**config.mk**
```make
export PLATFORM = sky130hd
export DESIGN_NAME = imem_fetch_ctrl
export DESIGN_NICKNAME = d
export VERILOG_FILES = /design/src/rtl/imem_fetch_ctrl.sv
export SDC_FILE = /design/constraint.sdc
export NUM_CORES = 1
export LEC_CHECK = 0
export ABC_AREA = 1
export BUFFER_PORTS_ARGS = -buffer_cell sky130_fd_sc_hd__clkbuf_2
export CORE_AREA = 2 2 130 145
export DETAILED_ROUTE_END_ITERATION = 8
export DIE_AREA = 0 0 132 147
export PLACE_DENSITY_LB_ADDON = 0.1
export SLEW_MARGIN = 20
export SYNTH_ARGS = -nofsm -noshare
export SYNTH_HDL_FRONTEND = slang
export SYNTH_SLANG_ARGS = --single-unit
```
**constraint.sdc**
```tcl
create_clock -name clk_i -period 12.6 [get_ports clk_i]
set_clock_uncertainty 0.1 [all_clocks]
set_input_delay 0.63 -clock clk_i [delete_from_list [all_inputs] [get_ports clk_i]]
set_output_delay 0.63 -clock clk_i [all_outputs]
set_load 0.005 [all_outputs]
```
**src/rtl/imem_fetch_ctrl.sv**
```systemverilog
// imem_fetch_ctrl: instruction-fetch sequencer between the IF stage and a
// word-addressed instruction memory. Owns the fetch PC, keeps at most one read
// outstanding over a req/ack handshake, buffers returned words in a small
// prefetch queue and presents {instr, pc} to IF/ID.
// Optional build macro: FETCH_PERF_CNT_EN adds saturating stall/flush counters.
module imem_fetch_ctrl #(
  parameter logic [31:0] RESET_PC = 32'h0000_0000,
  parameter int unsigned QDEPTH   = 2
) (
  input  logic        clk_i,
  input  logic        rst_i,
  output logic        mem_req_o,
  output logic [31:0] mem_addr_o,
  input  logic        mem_ack_i,
  input  logic [31:0] mem_rdata_i,
  input  logic        instr_ready_i,
  output logic        instr_valid_o,
  output logic [31:0] instr_o,
  output logic [31:0] instr_pc_o,
  input  logic        redirect_i,
  input  logic [31:0] redirect_pc_i
`ifdef FETCH_PERF_CNT_EN
  ,
  output logic [31:0] stall_cycles_o,
  output logic [31:0] flush_count_o
`endif
);

  // state | meaning
  // ------+--------------------------------------------------------------
  // IDLE  | no request pending; waits for queue room (or a redirect)
  // REQ   | request pending at r_addr; ack pushes the word into the queue
  // DRAIN | stale request pending after a redirect; ack data is dropped
  typedef enum logic [1:0] {
    S_IDLE  = 2'd0,
    S_REQ   = 2'd1,
    S_DRAIN = 2'd2
  } state_t;

  localparam int unsigned PW = (QDEPTH > 1) ? $clog2(QDEPTH) : 1;
  localparam int unsigned CW = PW + 1;

  state_t          r_state;
  logic            r_req;
  logic [31:0]     r_addr;
  logic [31:0]     r_fetch_pc;

  logic [31:0]     r_q_instr [QDEPTH];
  logic [31:0]     r_q_pc    [QDEPTH];
  logic [PW-1:0]   r_rd_ptr;
  logic [PW-1:0]   r_wr_ptr;
  logic [CW-1:0]   r_count;

  logic            w_ack;
  logic            w_pop;
  logic            w_push;
  logic            w_can_issue;
  logic [CW-1:0]   w_count_nxt;
  logic [31:0]     w_pc_inc;
  logic [31:0]     w_redir_pc;
  logic [31:0]     w_drain_tgt;
  logic            w_unused_redir_lsb;

  assign mem_req_o     = r_req;
  assign mem_addr_o    = r_addr;
  assign instr_valid_o = (r_count != '0);
  assign instr_o       = instr_valid_o ? r_q_instr[r_rd_ptr] : 32'h0;
  assign instr_pc_o    = instr_valid_o ? r_q_pc[r_rd_ptr]    : 32'h0;

  // An ack only counts while a request is actually on the bus.
  assign w_ack  = mem_ack_i & r_req;
  // Redirect wins over both queue operations: a pop that cycle is void and
  // any returning data belongs to the abandoned path.
  assign w_pop  = instr_valid_o & instr_ready_i & ~redirect_i;
  assign w_push = w_ack & (r_state == S_REQ) & ~redirect_i;

  assign w_pc_inc    = r_fetch_pc + 32'd4;
  assign w_redir_pc  = {redirect_pc_i[31:2], 2'b00};
  assign w_drain_tgt = redirect_i ? w_redir_pc : r_fetch_pc;
  assign w_unused_redir_lsb = ^redirect_pc_i[1:0];

  // Queue occupancy after this edge, used by the issue rule.
  always_comb begin
    w_count_nxt = r_count;
    if (redirect_i) begin
      w_count_nxt = '0;
    end else if (w_push && !w_pop) begin
      w_count_nxt = r_count + CW'(1);
    end else if (!w_push && w_pop) begin
      w_count_nxt = r_count - CW'(1);
    end
  end

  // Every state transition out of this edge leaves no request outstanding
  // before deciding whether to raise a new one, so a new request needs one
  // free slot beyond the next-cycle occupancy.
  assign w_can_issue = (w_count_nxt < CW'(QDEPTH));

  // Fetch FSM with registered request, address and fetch PC.
  always_ff @(posedge clk_i or negedge rst_i) begin
    if (!rst_i) begin
      r_state    <= S_IDLE;
      r_req      <= 1'b0;
      r_addr     <= RESET_PC;
      r_fetch_pc <= RESET_PC;
    end else begin
      case (r_state)
        S_IDLE: begin
          if (redirect_i) begin
            r_fetch_pc <= w_redir_pc;
          end
          if (w_can_issue) begin
            r_state <= S_REQ;
            r_req   <= 1'b1;
            r_addr  <= redirect_i ? w_redir_pc : r_fetch_pc;
          end
        end

        S_REQ: begin
          if (redirect_i) begin
            r_fetch_pc <= w_redir_pc;
            if (w_ack) begin
              // Old request retired this cycle; restart straight away.
              if (w_can_issue) begin
                r_addr <= w_redir_pc;
              end else begin
                r_state <= S_IDLE;
                r_req   <= 1'b0;
              end
            end else begin
              // Old request must still complete at its original address.
              r_state <= S_DRAIN;
            end
          end else if (w_ack) begin
            r_fetch_pc <= w_pc_inc;
            if (w_can_issue) begin
              r_addr <= w_pc_inc;
            end else begin
              r_state <= S_IDLE;
              r_req   <= 1'b0;
            end
          end
        end

        S_DRAIN: begin
          if (w_ack) begin
            r_fetch_pc <= w_drain_tgt;
            if (w_can_issue) begin
              r_state <= S_REQ;
              r_addr  <= w_drain_tgt;
            end else begin
              r_state <= S_IDLE;
              r_req   <= 1'b0;
            end
          end else if (redirect_i) begin
            r_fetch_pc <= w_redir_pc;
          end
        end

        default: begin
          r_state <= S_IDLE;
          r_req   <= 1'b0;
        end
      endcase
    end
  end

  // Queue pointers and occupancy; a redirect empties the queue.
  always_ff @(posedge clk_i or negedge rst_i) begin
    if (!rst_i) begin
      r_rd_ptr <= '0;
      r_wr_ptr <= '0;
      r_count  <= '0;
    end else if (redirect_i) begin
      r_rd_ptr <= '0;
      r_wr_ptr <= '0;
      r_count  <= '0;
    end else begin
      if (w_push) begin
        r_wr_ptr <= r_wr_ptr + PW'(1);
      end
      if (w_pop) begin
        r_rd_ptr <= r_rd_ptr + PW'(1);
      end
      r_count <= w_count_nxt;
    end
  end

  // Queue storage; contents are only observed through the valid-masked head.
  always_ff @(posedge clk_i) begin
    if (w_push) begin
      r_q_instr[r_wr_ptr] <= mem_rdata_i;
      r_q_pc[r_wr_ptr]    <= r_fetch_pc;
    end
  end

`ifdef FETCH_PERF_CNT_EN
  logic [31:0] r_stall_cycles;
  logic [31:0] r_flush_count;

  assign stall_cycles_o = r_stall_cycles;
  assign flush_count_o  = r_flush_count;

  // Saturating counters: head held by a stall, and accepted redirects.
  always_ff @(posedge clk_i or negedge rst_i) begin
    if (!rst_i) begin
      r_stall_cycles <= 32'h0;
      r_flush_count  <= 32'h0;
    end else begin
      if (instr_valid_o && !instr_ready_i && (r_stall_cycles != 32'hFFFF_FFFF)) begin
        r_stall_cycles <= r_stall_cycles + 32'd1;
      end
      if (redirect_i && (r_flush_count != 32'hFFFF_FFFF)) begin
        r_flush_count <= r_flush_count + 32'd1;
      end
    end
  end
`endif

endmodule

```
# Word-level counts from Yosys, hierarchy flattened
# Memories as Yosys holds them, arrays and structs flattened.
# Index checks and enable logic that the tools add are counted.
# totals
ff_bits,71
latchBits,0
ramBits,128
mem_bits_ro,0
output_inout_bits,98
wordCells,82
mem_count,2
# op_classes
addsub,5
multipliers,0
div_mod_pow,0
n_lt_le_gt_ge,1
n_eq_ne,9
shift,0
muxes,36
bitwise,6
reduce_logical,16
# mem_list
name,depth,word_bits,rd,rd_clocked_by_memory_dff,wr,line,text
r_q_instr,2,32,1,0,1,48,logic [31:0] r_q_instr [QDEPTH];
r_q_pc,2,32,1,0,1,49,logic [31:0] r_q_pc [QDEPTH];
# op_table
operator,n
$mux 32,12
$pmux 32 s3,1
$pmux 32 s2,1
$add 32x3->32 const B,1
$mux 2,10
$mux 1,10
$ne 2x2->1 const B,5
$reduce_bool 2->1,4
$pmux 2 s3,1
$reduce_and 3->1,2
$and 1x1->1,5
$reduce_and 4->1,1
$reduce_or 2->1,2
$ne 3x3->1 const B,1
$reduce_bool 3->1,1
$add 1x1->1 const B,2
$add 2x1->2 const B,1
$eq 2x1->1 const B,1
$eq 2x2->1 const B,1
$logic_and 1x1->1,2
$logic_not 1->1,2
$logic_not 2->1,1
$lt 2x2->1 const B,1
$ne 2x1->1 const B,1
4 further kinds,4

# Depth between registers and ports, before layout
# Gate-level depths: netlist of run 1.
# depth
depth_word,13
depth_mapped,14
mapped_depth_nobuf,13

# Least setup slack after synthesis of run 1
# OpenSTA, ideal clock, no wires.
# synth_path
kind,input port to flip-flop
startpoint,input redirect_i
endpoint,memory r_q_instr[1][0] (enable)
setup_ps,486
t_arrival_ps,4037
required_time_ps,12014
slack_ps,7977
path_stages,6
n_path_buf,3
cell_sequence,buf_2 -> inv_2 -> buf_2 -> buf_2 -> nand2_1 -> nor2_1
# synth_between
elab_chain_cells,4
# synth_lines
element,line,text
from (decl),20,"input logic redirect_i,"
$not 1->1,75,assign w_push = w_ack & (r_state == S_REQ) & ~redirect_i;
$and 1x1->1,75,
$mux 1,191,if (w_push) begin
$mux 1 (implied by the code),192,r_q_instr[r_wr_ptr] <= mem_rdata_i;
to (decl),48,
# Every way passes these cells.

# Worst setup path after layout of run 1
# layout_path
startpoint,register r_count[0]
endpoint,register r_addr[16] (netlist: mem_addr_o[16])
# layout_between
elab_chain_cells,11
elab_cells_between_ends,17
# layout_lines
element,line,text
from (decl),52,logic [CW-1:0] r_count;
from (signal assigned),185,r_count <= w_count_nxt;
$reduce_bool 2->1,66,assign instr_valid_o = (r_count != '0);
$and 1x1->1 (2 in a row),74,assign w_pop = instr_valid_o & instr_ready_i & ~redirect_i;
$logic_and 1x1->1 or $logic_not 1->1 (tied branches),"89, 87",
$mux 2 or $logic_and 1x1->1 (tied branches),"89, 87",
$mux 2 (*),87,end else if (w_push && !w_pop) begin
$mux 2 (*),85,if (redirect_i) begin
$lt 2x2->1 (*),97,assign w_can_issue = (w_count_nxt < CW'(QDEPTH));
$mux 32 (2 in a row),n/a,
$pmux 32 s3,n/a,
to (signal assigned),115,r_addr <= redirect_i ? w_redir_pc : r_fetch_pc;
to (signal assigned),125,r_addr <= w_redir_pc;
to (signal assigned),137,r_addr <= w_pc_inc;
to (decl),45,logic [31:0] r_addr;
# Every way passes the cells marked *; elsewhere a longest branch is shown, timed or not. The select of a mux whose other input is x is not followed.
# A chain may end at the register's enable or synchronous reset.

==> parameters.txt, run 1 <==
Parameter                              Value

Outcome
  Result of the run    complete, no violations

Timing
  Actual slew at the worst max-slew pin    about 900 ps
  Setup ws final    roughly 9500 ps
  Max-slew violation count    0
  Number of setup violations in the final report    0
  Max-slew headroom    between 30% and 40%
  Period minus WS final    between 3000 and 4000 ps
  Final Hold Violating Endpoints    0
  Setup repair after global routing missed its margin    false
  Final Cycle Share    roughly a quarter
  Accumulated negative setup slack    0 ps
  Max Freq    between 300 and 400 MHz

GRT
  Initial antenna violation count    0
  Pin count of the biggest net entering global routing    73
  Global-route usage over all layers    roughly a quarter
  Wire length of the first global-routing pass    about 37000 microns
  Global-route congestion overflow total    0
  Via count of the first global-routing pass    slightly above 7000

Hold path
  Classification of the worst-slack hold path    primary input to register
  Source of the worst hold timing path    mem_rdata_i[14]
  Min-Delay Endpoint    r_q_instr[0][14]
  WHS Path Cells    1

Worst setup path
  Start point of the critical path    r_count[0]
  Launching element type of the critical path    register
  Critical path class    register to register
  Worst-path fanout max    66
  Critical path arrival    approximately 3400 ps
  Worst R2R Start    r_count[0]
  Cell count of the worst reg-to-reg path    13
  Crit Reg-Reg Endpoint    mem_addr_o[16]
  Internal reg-to-reg setup slack    ~9500 ps
  Required time of the critical path    roughly 13000 ps
  Type of element capturing the critical path    register

Detailed routing
  Via-per-instance ratio    5.28
  Via count    roughly 7900
  Antenna violation net count after detailed routing    0
  Count of routing violations after the opening detailed-route iteration    about 580
  Total length of routed wires    ~23000 microns
  Drt drc    0
  Wire length per cell    ~15 microns
  DR pass1 iterations    6

Placed design
  Input/output buffers    164
  Global placement routability congestion    ~0.85
  Post-place setup slack    between 9000 and 10000 ps
  Placed cell area    10600 sq um
  Post-DP HPWL    between 10000 and 15000 microns

Synth
  Number of enable flip-flop cells after synthesis    ~130
  Instance count of the mapped netlist    between 1000 and 1500
  Leading register cell type out of synthesis    sky130_fd_sc_hd__edfxtp_1
  Leading area contributor after synthesis    sky130_fd_sc_hd__edfxtp_1
  Top cells by count, synth    sky130_fd_sc_hd__nand2_1, sky130_fd_sc_hd__nor2_1, sky130_fd_sc_hd__edfxtp_1, sky130_fd_sc_hd__o21ai_0, sky130_fd_sc_hd__dfrtp_1
  Post-synthesis sequential area ratio    58.2%
  Area share of the largest cell type after synthesis    39.8%
  Post-synthesis instance area    between 9000 and 10000 sq um
  Asr flop ratio synth    roughly 36%
  Yosys synthesis warning count    0
  Most used standard cell by instance count after synthesis    sky130_fd_sc_hd__nand2_1
  Average cell area after synthesis    around 8.8 sq um
  Number of nets produced by synthesis    about 1200
  Biggest area contributors in the synthesized netlist    sky130_fd_sc_hd__edfxtp_1, sky130_fd_sc_hd__dfrtp_1, sky130_fd_sc_hd__nand2_1, sky130_fd_sc_hd__nor2_1, sky130_fd_sc_hd__o21ai_0
  Seq cells post-synth    199
  Netlist cell types    35

Finish
  Count of filler cells inserted in the layout    between 1500 and 2000
  Number of antenna cells inserted    0
  Finished Cell Area    11200 sq um
  Fraction of final layout cells with drive strength greater than 1    18.8%
  Final #Nets    roughly 1300
  Area Overhead vs Synth    15.5%

Floorplanning
  Placeable core region    between 15000 and 20000 sq um
  Floorplan row count    52
  Initial Utilization    between 50% and 60%
  Area of the die    between 15000 and 20000 sq um
  Number of placed I/O pins    around 170
  Width of the die    approximately 130 microns
  Die H    approximately 150 microns

Clocking
  Clock tree root driver cell    sky130_fd_sc_hd__clkbuf_16
  Inserted Clock Buffers    17
  Post-CTS setup buffer count    0
  H-tree levels    4
  Sink count of the clock tree    roughly 200
  Number of buffers between clock root and the deepest sink    2
  Clock tree from TritonCTS    yes
  Clock slew at the register clock pins of the worst setup and hold paths    ~70 ps
  Resized cells post-CTS    0
  Clock network latency to the later pin of the worst-skew pair    roughly 430 ps
  Hold-fix buffer count after cts    0

Power and ir drop
  Power density relative to cell area    between 200 and 250 nW/um^2
  Leakage power of the design    4.96 nW
  VDD IR max    0.241 mV

Run
  Number of max-capacitance violations reported    0
## registers in the layout, indices dropped and copies added, names as in the netlist
name,count
mem_addr_o,32
mem_req_o,1
r_fetch_pc,32
r_wr_ptr,1
r_state,2
r_q_instr,64
r_count,2
r_rd_ptr,1
r_q_pc,64
## cell type report
class                      count  area (sq um)  area share (%)
clock buffer                  17           425            3.81
clock inverter                15           145            1.30
inverter                      57           216            1.94
multi-input combinational    786          3560            31.9
sequential                   199          5620            50.4
tap                          243           304            2.72
timing repair buffer         173           888            7.96
## power breakdown
group | internal (mW) | leakage [nW] | switching, mW | total [mW]
Combinational | 0.356 | 2.65 | 0.733 | 1.09
Clock | 0.277 | 0.278 | 0.243 | 0.521
Sequential | 0.875 | 2.03 | 0.142 | 1.02
Total | 1.51 | 4.96 | 1.12 | 2.63
## metrics by stage
stage / total power, mW / cells / hold slack (ps) / util [%]
after floorplan: 1.78 / 1101 / 234 / -
after global placement: 2.09 / 1458 / 364 / 58.8
after detailed placement: 2.12 / 1458 / 364 / 58.8
after CTS: 2.65 / 1490 / 276 / 61.9
after global routing: 2.84 / 1490 / 272 / 61.9
final: 2.63 / 1490 / 288 / 61.9
## metal layers
layer | wire length (microns) | global-route usage, %
met3 | 1540 | 5.45
met2 | 10900 | 39.5
met5 | 0 | 0
met1 | 9960 | 31.4
met4 | 346 | 7.23
## critical path, stage by stage (launching register included)
cell	delay, ps
sky130_fd_sc_hd__dfrtp_1	350
sky130_fd_sc_hd__inv_1	60
sky130_fd_sc_hd__ha_1	180
sky130_fd_sc_hd__inv_1	50
sky130_fd_sc_hd__buf_4	490
sky130_fd_sc_hd__nand2_1	300
sky130_fd_sc_hd__nor2_1	200
sky130_fd_sc_hd__nand2_1	110
sky130_fd_sc_hd__nand3_1	170
sky130_fd_sc_hd__nand3_2	110
sky130_fd_sc_hd__nand2_4	420
sky130_fd_sc_hd__inv_2	260
sky130_fd_sc_hd__nand2_1	130
sky130_fd_sc_hd__nand2_1	60
## worst max-delay path by stage
stage,cells after the start,end
global placement,13,mem_addr_o[2]
global route,13,mem_addr_o[22]
CTS,13,mem_addr_o[16]
detailed placement,13,mem_addr_o[16]
floorplan,6,r_q_instr[1][0]
finish,13,mem_addr_o[16]
## cells in the final DEF (no fill, tap or decap), drive strengths merged, types with 2 or more instances in the layout
cell type | Yosys | routed
nand2 | 270 | 270
nor2 | 219 | 219
clkbuf | 30 | 180
o21ai | 133 | 133
edfxtp | 128 | 128
dfrtp | 71 | 71
nand3 | 71 | 71
inv | 57 | 63
a21oi | 40 | 40
nand4 | 20 | 20
buf | 29 | 10
clkinv | 0 | 7
ha | 6 | 6
o22ai | 5 | 5
or2 | 5 | 5
o211ai | 3 | 3
o21a | 3 | 3
a21boi | 3 | 3
o21bai | 2 | 2
nor3 | 2 | 2
## cells by family (layout without fill, tap and decap cells)
logic type                 count (synthesis)  in the layout  synth area share [%]
AOI/OAI and AO/OA                        190            190                  10.3
adders and majority gates                  6              6                 0.777
buffers and inverters                    116            262                  5.14
DFF                                      199            199                  58.2
muxes                                      1              1                 0.104
and+or+nand+nor                          589            589                  25.5
Power figures use the tool's default switching activity.
==> run 2: changes to the inputs <==
--- a/config.mk
+++ b/config.mk
@@ -7,9 +7,9 @@
 export LEC_CHECK = 0
 export ABC_AREA = 1
 export BUFFER_PORTS_ARGS = -buffer_cell sky130_fd_sc_hd__clkbuf_2
-export CORE_AREA = 2 2 130 145
+export CORE_AREA = 2 2 135 150
 export DETAILED_ROUTE_END_ITERATION = 8
-export DIE_AREA = 0 0 132 147
+export DIE_AREA = 0 0 137 152
 export PLACE_DENSITY_LB_ADDON = 0.1
 export SLEW_MARGIN = 20
 export SYNTH_ARGS = -nofsm -noshare
==> constraint.sdc (replaced) <==
create_clock -name clk_i -period 2.6 [get_ports clk_i]
set_clock_uncertainty 0.1 [all_clocks]
set_input_delay 0.13 -clock clk_i [delete_from_list [all_inputs] [get_ports clk_i]]
set_output_delay 0.13 -clock clk_i [all_outputs]
set_load 0.005 [all_outputs]
==> run 2 against run 1 <==
First-iteration DRC count increased by 8.0%. Combinational power increased to 5.0 times the previous value. Core utilization decreased by 1.3 points. Clock-buffer cell count unchanged. Routed wire length increased by 6.0%. Critical path depth decreased by 6. Register-to-register slack got worse by 9100 ps. Design area increased by 5.8%. Via count increased by 2.1%. Die area increased by 7.3%. Sequential share of layout area decreased by 2.7 points.
==> parameters.txt, run 2 (same netlist as run 1, synthesis figures left out) <==
Parameter                              Value

Floorplanning
  Die H    152 microns (was 147 microns)
  Number of placed I/O pins    167 (unchanged)
  Floorplan row count    54 (was 52)
  Area of the die    20800 sq um (was 19400 sq um)
  Initial Utilization    49.6% (was 53.6%)
  Width of the die    137 microns (was 132 microns)
  Placeable core region    19500 sq um (was 18000 sq um)

Detailed routing
  Drt drc    0 (unchanged)
  Antenna violation net count after detailed routing    0 (unchanged)
  Routed wl met2    11300 microns (was 10900 microns)
  DR pass1 iterations    5 (was 6)
  Total length of routed wires    24100 microns (was 22700 microns)
  Uppermost routed layer    met4 (unchanged)
  Via count    8030 (was 7861)
  Via-per-instance ratio    5.18 (was 5.28)
  Count of routing violations after the opening detailed-route iteration    623 (was 577)
  Wire length per cell    15.6 microns (was 15.3 microns)
  Met3 Wirelength    1540 microns (about the same)
  Met1 wire length    10800 microns (was 9960 microns)

Power and ir drop
  Total power    13.3 mW (was 2.63 mW)
  Leakage power of the design    5.23 nW (was 4.96 nW)
  VDD IR max    0.918 mV (was 0.241 mV)
  Power density relative to cell area    1130 nW/um^2 (was 235 nW/um^2)

Finish
  Fraction of the core area covered by cells at the end of the flow    60.6% (was 61.9%)
  Number of antenna cells inserted    0 (unchanged)
  Top flop regs    r_q_instr (64), r_q_pc (64) (unchanged)
  Count of filler cells inserted in the layout    1716 (was 1595)
  Finished Cell Area    11800 sq um (was 11200 sq um)
  Final #Nets    1359 (was 1309)
  Most common cell after layout, fill and taps aside    sky130_fd_sc_hd__nand2_1 (unchanged)
  Area Overhead vs Synth    22.2% (was 15.5%)
  Non-filler instance count after layout    1549 (was 1490)
  Most frequent cells in the layout    sky130_fd_sc_hd__nand2_1, sky130_fd_sc_hd__nor2_1, sky130_fd_sc_hd__clkbuf_2 (unchanged)
  Fraction of final layout cells with drive strength greater than 1    19.1% (was 18.8%)

Placed design
  Post-place setup slack    238 ps (was 9430 ps)
  Placed instance count    1476 (was 1458)
  Input/output buffers    164 (unchanged)
  Global placement routability congestion    0.834 (was 0.852)
  Placed cell area    10700 sq um (was 10600 sq um)
  Post-DP HPWL    15500 microns (was 14400 microns)

Run
  Number of max-capacitance violations reported    0 (unchanged)

Clocking
  Number of buffers between clock root and the deepest sink    2 (unchanged)
  Clock tree from TritonCTS    yes (unchanged)
  Clock network latency to the later pin of the worst-skew pair    440 ps (was 430 ps)
  Inserted Clock Buffers    17 (unchanged)
  Sink count of the clock tree    199 (unchanged)
  Clock tree root driver cell    sky130_fd_sc_hd__clkbuf_16 (unchanged)
  Clock slew at the register clock pins of the worst setup and hold paths    80 ps (was 70 ps)
  H-tree levels    4 (unchanged)

GRT
  Via count of the first global-routing pass    7532 (was 7262)
  Pin count of the biggest net entering global routing    66 (was 73)
  Global-route usage over all layers    23.6% (was 23.8%)
  Initial antenna violation count    0 (unchanged)
  Global-route congestion overflow total    0 (unchanged)
  Wire length of the first global-routing pass    38300 microns (was 36500 microns)

Worst setup path
  Required time of the critical path    2370 ps (was 12820 ps)
  Worst stage delay on the critical path    350 ps (was 490 ps)
  CP Cell Sequence    inv_1 > ha_1 > inv_1 > buf_6 > o21ai_0 > nor2_1 > clkbuf_2 (was inv_1 > ha_1 > inv_1 > buf_4 > nand2_1 > nor2_1 > nand2_1 > nand3_1 > nand3_2 > nand2_4 > inv_2 > nand2_1 > nand2_1)
  CP max-delay cell    sky130_fd_sc_hd__dfrtp_1 (was sky130_fd_sc_hd__buf_4)
  Buffers plus inverters on the worst setup path    4 (unchanged)
  Critical path class    register to primary output (was register to register)
  Worst-path fanout max    65 (was 66)
  Launching element type of the critical path    register (unchanged)
  Critical path arrival    2090 ps (was 3350 ps)
  Top Family by Delay on Critical Path    buffers and inverters (was simple AND/OR/NAND/NOR gates)
  Critical Path Most Common Cell    sky130_fd_sc_hd__inv_1 (was sky130_fd_sc_hd__nand2_1)
  Type of element capturing the critical path    primary output (was register)

Timing
  Accumulated negative setup slack    0 ps (unchanged)
  Max-slew headroom    54.5% (was 38.3%)
  Setup repair after global routing missed its margin    false (unchanged)
  Max Freq    around 430 MHz
  Period minus WS final    2320 ps
  Actual slew at the worst max-slew pin    682 ps (was 926 ps)
  Number of setup violations in the final report    0 (unchanged)
  Final Hold Violating Endpoints    0 (unchanged)
  Setup ws final    281 ps (was 9470 ps)
  Hold slack final    26.5 ps (was 288 ps)
  Final Cycle Share    roughly nine tenths
  Max-slew violation count    0 (unchanged)

Outcome
  Result of the run    complete, no violations (unchanged)

Hold path
  Classification of the worst-slack hold path    primary input to register (unchanged)
## run 2: worst paths after layout
path / from / slack (ps) / cells past startpoint / endpoint
setup / recovery: r_count[0] / 280 / 7 / instr_pc_o[21]
hold / removal: redirect_pc_i[6] / 30 / 5 / r_fetch_pc[6]
setup reg to reg: r_state[1] / 350 / 12 / mem_addr_o[23]
hold reg to reg: mem_addr_o[2] / 390 / 2 / mem_addr_o[2]
max in group asynchronous: rst_i / 1520 / 3 / r_rd_ptr
min in group asynchronous: rst_i / 180 / 2 / r_fetch_pc[24]
## run 2: area by class of cell
class                      count  area, sq um  share of cell area [%]
sequential                   199         5620                    47.6
multi-input combinational    786         3560                    30.2
timing repair buffer         223         1430                    12.1
clock buffer                  17          425                    3.60
tap                          252          315                    2.67
clock inverter                15          229                    1.94
inverter                      57          216                    1.83
## run 2: power breakdown
group / switching (mW) / total [mW] / leakage [nW] / internal (mW)
combinational: 3.57 / 5.48 / 2.89 / 1.90
sequential: 0.715 / 4.95 / 2.03 / 4.24
clock: 1.27 / 2.85 / 0.316 / 1.58
total: 5.56 / 13.3 / 5.23 / 7.72
## run 2: tightest hold or removal path, cell delays in order
cell and delay (ps):
sky130_fd_sc_hd__clkbuf_2 80, sky130_fd_sc_hd__nand2_1 60, sky130_fd_sc_hd__nand3_1 100, sky130_fd_sc_hd__nor2_1 40, sky130_fd_sc_hd__o22ai_1 110
## run 2: timing repair
action / in CTS / in global routing
gates resized for setup: 0 / 2
endpoints found under the setup margin: 0 / 3
hold endpoints to repair: 100 / 0
buffers inserted: 0 / 0
hold buffers: 41 / 0
## run 2: routing by layer
layer / track usage [%] / up-vias
li1: - / 4045
met1: 32.4 / 3694
met2: 37.9 / 258
met3: 4.40 / 33
met4: 7.51 / 0
met5: 0 / -
